[src/rtl/serial_subtractor_if.sv]
// Operand/result handshake bundle for serial_subtractor.
// SERIAL_SUB_OVF_EN adds the signed-overflow flag.
interface serial_subtractor_if #(parameter int WIDTH = 8);
    logic             in_valid;
    logic             in_ready;
    logic [WIDTH-1:0] a;
    logic [WIDTH-1:0] b;
    logic             bin;
    logic             out_valid;
    logic             out_ready;
    logic [WIDTH-1:0] diff;
    logic             bout;
`ifdef SERIAL_SUB_OVF_EN
    logic             ovf;
`endif

    modport slave (
        input  in_valid, a, b, bin, out_ready,
`ifdef SERIAL_SUB_OVF_EN
        output ovf,
`endif
        output in_ready, out_valid, diff, bout
    );

    modport master (
        output in_valid, a, b, bin, out_ready,
`ifdef SERIAL_SUB_OVF_EN
        input  ovf,
`endif
        input  in_ready, out_valid, diff, bout
    );
endinterface

[src/rtl/serial_subtractor.sv]
// Bit-serial A - B - bin, LSB first through one full-subtractor cell.
// Optional macro SERIAL_SUB_OVF_EN adds the signed-overflow output.
module serial_subtractor #(
    parameter int WIDTH = 8
) (
    input  logic                 clk,
    input  logic                 rst_n,
    serial_subtractor_if.slave   s
);
    localparam int CW = (WIDTH > 2) ? $clog2(WIDTH) : 1;
    localparam logic [CW-1:0] LAST = CW'(WIDTH - 1);

    // S_INIT holds in_ready low for the first edge after reset release
    localparam logic [1:0] S_INIT = 2'd0;
    localparam logic [1:0] S_IDLE = 2'd1;
    localparam logic [1:0] S_RUN  = 2'd2;
    localparam logic [1:0] S_DONE = 2'd3;

    logic [1:0]       r_state;
    logic [CW-1:0]    r_cnt;
    logic [WIDTH-1:0] r_a;
    logic [WIDTH-1:0] r_b;
    logic [WIDTH-1:0] r_diff;
    logic             r_br;
    logic             r_bout;
    logic             r_ovld;

    logic w_d;
    logic w_br_next;
    logic w_accept;
    logic w_last;
    logic w_cnt_bad;

    assign w_d       = r_a[0] ^ r_b[0] ^ r_br;
    assign w_br_next = (~r_a[0] & r_b[0]) | (~(r_a[0] ^ r_b[0]) & r_br);
    assign w_accept  = (r_state == S_IDLE) && s.in_valid;
    assign w_last    = (r_state == S_RUN) && (r_cnt == LAST);

    generate
        if ((2 ** CW) != WIDTH) begin : g_cnt_chk
            assign w_cnt_bad = (r_cnt > LAST);
        end else begin : g_cnt_full
            assign w_cnt_bad = 1'b0;
        end
    endgenerate

    always_ff @(posedge clk or negedge rst_n) begin
        if (!rst_n) begin
            r_state <= S_INIT;
            r_cnt   <= '0;
            r_a     <= '0;
            r_b     <= '0;
            r_diff  <= '0;
            r_br    <= 1'b0;
            r_bout  <= 1'b0;
            r_ovld  <= 1'b0;
        end else begin
            case (r_state)
                S_INIT: r_state <= S_IDLE;
                S_IDLE: begin
                    if (w_accept) begin
                        r_a     <= s.a;
                        r_b     <= s.b;
                        r_br    <= s.bin;
                        r_cnt   <= '0;
                        r_state <= S_RUN;
                    end
                end
                S_RUN: begin
                    if (w_cnt_bad) begin
                        r_state <= S_IDLE;
                    end else begin
                        r_a    <= r_a >> 1;
                        r_b    <= r_b >> 1;
                        r_br   <= w_br_next;
                        r_diff <= {w_d, r_diff[WIDTH-1:1]};
                        if (w_last) begin
                            r_state <= S_DONE;
                            r_ovld  <= 1'b1;
                            r_bout  <= w_br_next;
                        end else begin
                            r_cnt <= r_cnt + 1'b1;
                        end
                    end
                end
                S_DONE: begin
                    if (s.out_ready) begin
                        r_ovld  <= 1'b0;
                        r_state <= S_IDLE;
                    end
                end
                default: r_state <= S_IDLE;
            endcase
        end
    end

    assign s.in_ready  = (r_state == S_IDLE);
    assign s.out_valid = r_ovld;
    assign s.diff      = r_diff;
    assign s.bout      = r_bout;

`ifdef SERIAL_SUB_OVF_EN
    // operand MSBs are kept because the shift registers lose them
    logic r_amsb;
    logic r_bmsb;
    logic r_ovf;

    always_ff @(posedge clk or negedge rst_n) begin
        if (!rst_n) begin
            r_amsb <= 1'b0;
            r_bmsb <= 1'b0;
            r_ovf  <= 1'b0;
        end else if (w_accept) begin
            r_amsb <= s.a[WIDTH-1];
            r_bmsb <= s.b[WIDTH-1];
        end else if (w_last) begin
            r_ovf <= (r_amsb ^ r_bmsb) & (r_amsb ^ w_d);
        end
    end

    assign s.ovf = r_ovf;
`endif
endmodule

[src/flat_wrapper.sv]
// flat-port wrapper written by rule: the top's interface ports become plain ports
module serial_subtractor_flat 
#(
    parameter int WIDTH = 8
)
  (clk, rst_n, s_in_valid, s_a, s_b, s_bin, s_out_ready, s_in_ready, s_out_valid, s_diff, s_bout);
  serial_subtractor_if #(.WIDTH(WIDTH)) s_i ();
  input  logic clk;
  input  logic rst_n;
  input wire logic [$bits(s_i.in_valid)-1:0] s_in_valid;
  input wire logic [$bits(s_i.a)-1:0] s_a;
  input wire logic [$bits(s_i.b)-1:0] s_b;
  input wire logic [$bits(s_i.bin)-1:0] s_bin;
  input wire logic [$bits(s_i.out_ready)-1:0] s_out_ready;
  output wire logic [$bits(s_i.in_ready)-1:0] s_in_ready;
  output wire logic [$bits(s_i.out_valid)-1:0] s_out_valid;
  output wire logic [$bits(s_i.diff)-1:0] s_diff;
  output wire logic [$bits(s_i.bout)-1:0] s_bout;
  assign s_i.in_valid = s_in_valid;
  assign s_i.a = s_a;
  assign s_i.b = s_b;
  assign s_i.bin = s_bin;
  assign s_i.out_ready = s_out_ready;
  assign s_in_ready = s_i.in_ready;
  assign s_out_valid = s_i.out_valid;
  assign s_diff = s_i.diff;
  assign s_bout = s_i.bout;
  serial_subtractor #(.WIDTH(WIDTH)) u_core (.clk(clk), .rst_n(rst_n), .s(s_i));
endmodule
[config.mk]
export PLATFORM = sky130hd
export DESIGN_NAME = serial_subtractor_flat
export DESIGN_NICKNAME = d
export VERILOG_FILES = /design/src/rtl/serial_subtractor_if.sv /design/src/rtl/serial_subtractor.sv /design/src/flat_wrapper.sv
export SDC_FILE = /design/constraint.sdc
export NUM_CORES = 1
export LEC_CHECK = 0
export ABC_CLOCK_PERIOD_IN_PS = 4770
export BUFFER_PORTS_ARGS = -buffer_cell sky130_fd_sc_hd__clkbuf_2
export CORE_MARGIN = 5
export CORE_UTILIZATION = 57
export CTS_CLUSTER_SIZE = 20
export DETAILED_ROUTE_END_ITERATION = 8
export PLACE_DENSITY_LB_ADDON = 0.05
export REMOVE_ABC_BUFFERS = 1
export SLEW_MARGIN = 10
export SYNTH_ARGS = -nofsm -noshare
export SYNTH_HDL_FRONTEND = slang
export SYNTH_SLANG_ARGS = --single-unit
export TNS_END_PERCENT = 100
[constraint.sdc]
create_clock -name clk -period 4.77 [get_ports clk]
set_input_delay 0.2385 -clock clk [delete_from_list [all_inputs] [get_ports clk]]
set_output_delay 0.2385 -clock clk [all_outputs]
set_load 0.01 [all_outputs]
==> results_tabular.tex <==
\begin{tabular}{lr}
\hline
Metric & Value \\
\hline
\multicolumn{2}{l}{\textbf{Routing}} \\
WL final & 2630 um \\
Number of nets with antenna violations after routing & 0 \\
Routed length per instance & 13.3 um \\
Iteration-0 DRC Markers & 53 \\
Vias after detailed routing & 1,019 \\
Number of iterations in the first detailed-routing pass & 4 \\
DR vias/cell & 5.15 \\
Remaining design rule violation count & 0 \\
\multicolumn{2}{l}{\textbf{STA}} \\
Total negative slack & 0 ps \\
Headroom to the max-slew limit & 0.490 \\
Final setup violation count & 0 \\
Worst Clk Skew & 10.5 ps \\
Final WS setup & 2830 ps \\
Transition time at the pin with the least slew margin & 765 ps \\
Max Clock Freq & 515 MHz \\
Post-route fraction of the period consumed by the critical path & 0.407 \\
Fin Hold WS & 144 ps \\
Unrepaired setup endpoints after global routing & no \\
Final period demand of the worst path & 1940 ps \\
Max-slew violation count & 0 \\
Final count of hold timing violations & 0 \\
\multicolumn{2}{l}{\textbf{Worst setup path}} \\
Critical Path Source Type & flip-flop \\
CP Max Fanout & 32 \\
Kind of end point of the critical path & flip-flop \\
Data arrival time of the worst path & 2160 ps \\
Critical path data required time & 4980 ps \\
Critical Setup Path Class & reg2reg \\
Depth of the worst register-to-register path & 6 \\
\multicolumn{2}{l}{\textbf{Global route}} \\
Number of global-route vias before repair & 1,023 \\
Antenna violations before repair & 0 \\
All-Layer GR Usage & 0.171 \\
Pin count of the biggest net entering global routing & 35 \\
Global-route wire length before repair & 4590 um \\
Global-route congestion overflow total & 0 \\
\multicolumn{2}{l}{\textbf{Synth}} \\
Flip-flop and latch count after synthesis & 32 \\
Count of mapped cells out of synthesis & 133 \\
Count of synthesis-stage warnings from yosys & 0 \\
Number of distinct standard cells referenced by the synthesized netlist & 20 \\
Area of the mapped netlist & 1520 sq um \\
Fraction of the yosys area taken by sequential cells & 0.528 \\
Synthesized area per cell & 11.4 sq um \\
\multicolumn{2}{l}{\textbf{Power}} \\
Fraction of power consumed by the clock network & 0.175 \\
Worst ir drop on vdd & 408 uV \\
Pwr per Cell Area & 639 nW/um\^{}2 \\
Switching power summed over all nets & 0.406 mW \\
Combinational Power Share & 0.419 \\
Internal power summed over all cells & 0.726 mW \\
Sequential cell fraction of total power & 0.406 \\
Overall Power & 1.13 mW \\
Fraction of power spent switching nets & 0.359 \\
Leakage power total & 0.887 nW \\
\multicolumn{2}{l}{\textbf{Hold path}} \\
Worst Hold Path Cells & 3 \\
Worst hold-check path type & in2reg \\
\multicolumn{2}{l}{\textbf{Placement}} \\
Placed insts & 189 \\
Placer's final routability congestion estimate & 0.748 \\
Buffers on Ports & 31 \\
HPWL reported at the end of detailed placement & 1910 um \\
Setup WS pre-CTS & 2840 ps \\
\multicolumn{2}{l}{\textbf{CTS}} \\
Cell at the root of the clock tree & clkbuf\_4 \\
CTS tree & yes \\
Source-to-sink clock delay at the later pin of the worst-skew pair & 330 ps \\
Post-CTS sizing & 0 \\
Clock-pin slew on the worst setup and hold paths & 100 ps \\
Number of clock buffers inserted by TritonCTS & 5 \\
Clock sink total & 32 \\
Clk buf depth & 2 \\
Hold-fix buffer count after cts & 1 \\
Number of buffers inserted by post-CTS setup repair & 0 \\
H-tree Lvls & 2 \\
\multicolumn{2}{l}{\textbf{Flow run}} \\
Number of maximum-capacitance violations & 0 \\
\multicolumn{2}{l}{\textbf{Run status}} \\
Status & complete, no violations \\
\multicolumn{2}{l}{\textbf{Cells and area}} \\
Fill count & 194 \\
Number of nets in the finished design & 195 \\
Share of final-layout standard cells stronger than drive strength 1 & 0.310 \\
Area growth syn-to-layout & 16.8\% \\
Number of diodes added for antenna fixing & 0 \\
Post-Layout Cell Count & 198 \\
\multicolumn{2}{l}{\textbf{Floorplanning}} \\
Die height & 61.6 um \\
Die footprint & 3790 sq um \\
Number of primary I/O pins & 32 \\
Width of the die & 61.6 um \\
Core ar. & 2520 sq um \\
Row count & 18 \\
Starting utilization of the core area & 0.602 \\
\hline
\end{tabular}
-- cell usage in the layout (no fill, tap or decap), drive strengths merged --
master        n
nor2b         2
dfrtp        32
mux2i        20
nand2b        3
clkinv        1
nand2        22
or3b          1
dlygate4sd3   1
buf           2
clkbuf       37
a221oi        1
a22o          1
mux2          9
fa            1
bufinv        1
ha            6
o21ai        19
inv           9
-- kinds of logic after synthesis --
kind of cell	count (synthesis)	synth area share
AOI/OAI and AO/OA	21	0.0742
DFF	32	0.528
and+or+nand+nor	28	0.0841
muxes	29	0.201
adders and majority gates	7	0.0627
buffers and inverters	16	0.0503
-- power by group through the flow --
stage / combinational, mW / sequential, mW / clock (mW)
after floorplan: 0.333 / 0.465 / 0
after global placement: 0.456 / 0.456 / 0
after detailed placement: 0.481 / 0.467 / 0
after CTS: 0.483 / 0.460 / 0.205
after global routing: 0.534 / 0.478 / 0.222
final: 0.475 / 0.460 / 0.198
-- final timing paths --
check / from / endpoint / slack [ps]
worst max-delay path: u_core.r_state[0] / u_core.r_cnt[0] / 2830
worst min register to register: u_core.r_a[2] / u_core.r_a[2] / 490
worst min-delay path: s_b[7] / u_core.r_b[7] / 140
min in group asynchronous: rst_n / u_core.s.diff[2] / 510
max in group asynchronous: rst_n / u_core.r_b[4] / 3770
worst max register to register: u_core.r_state[0] / u_core.r_cnt[0] / 2830
-- metal layers --
layer / GRT usage / share of wire / vias up
met3: 0.0629 / 0.059 / 4
met2: 0.280 / 0.50 / 26
li1: - / - / 517
met4: 0.0727 / 0.014 / 0
met5: 0 / 0 / -
met1: 0.204 / 0.42 / 472
-- final cells by class --
type	count	area [sq um]	area share
multi-input combinational	85	644	0.363
tap	30	37.5	0.0212
inverter	9	33.8	0.0191
clock buffer	6	41.3	0.0233
sequential	32	801	0.452
timing repair buffer	34	180	0.102
clock inverter	2	35.0	0.0198
-- stage by stage --
stage          instance area, sq um   util
2_1_floorplan                  1480      -
3_3_place_gp                   1690  0.669
3_5_place_dp                   1690  0.669
4_1_cts                        1770  0.703
5_1_grt                        1770  0.703
6_report                       1770  0.703
-- state kept, by name, summed over array words and instances (netlist names) --
register / count
u_core.r_br: 1
u_core.r_cnt: 3
u_core.r_b: 8
u_core.s.out_valid: 1
u_core.s.bout: 1
u_core.r_a: 8
u_core.s.diff: 8
u_core.r_state: 2
-- cell usage after synthesis --
cell type / count / area share
dfrtp_1: 32 / 0.53
fa_1: 1 / 0.013
nand2_2: 1 / 0.0041
nor2b_1: 2 / 0.0082
mux2_4: 1 / 0.0099
nand2_1: 21 / 0.052
a221oi_1: 1 / 0.0058
a22o_1: 1 / 0.0058
nand2b_1: 3 / 0.012
o21ai_0: 16 / 0.053
o21ai_1: 3 / 0.0099
ha_1: 6 / 0.049
inv_1: 9 / 0.022
or3b_4: 1 / 0.0074
buf_2: 4 / 0.013
buf_4: 1 / 0.0049
clkbuf_1: 1 / 0.0025
mux2_2: 8 / 0.059
mux2i_1: 20 / 0.13
buf_6: 1 / 0.0074
-- critical path, stage by stage (launching register included) --
cell and delay [ps]:
dfrtp_1 420, inv_1 90, ha_1 200, buf_4 270, nand2_2 120, or3b_4 410, mux2_4 310
Power figures use the tool's default switching activity.
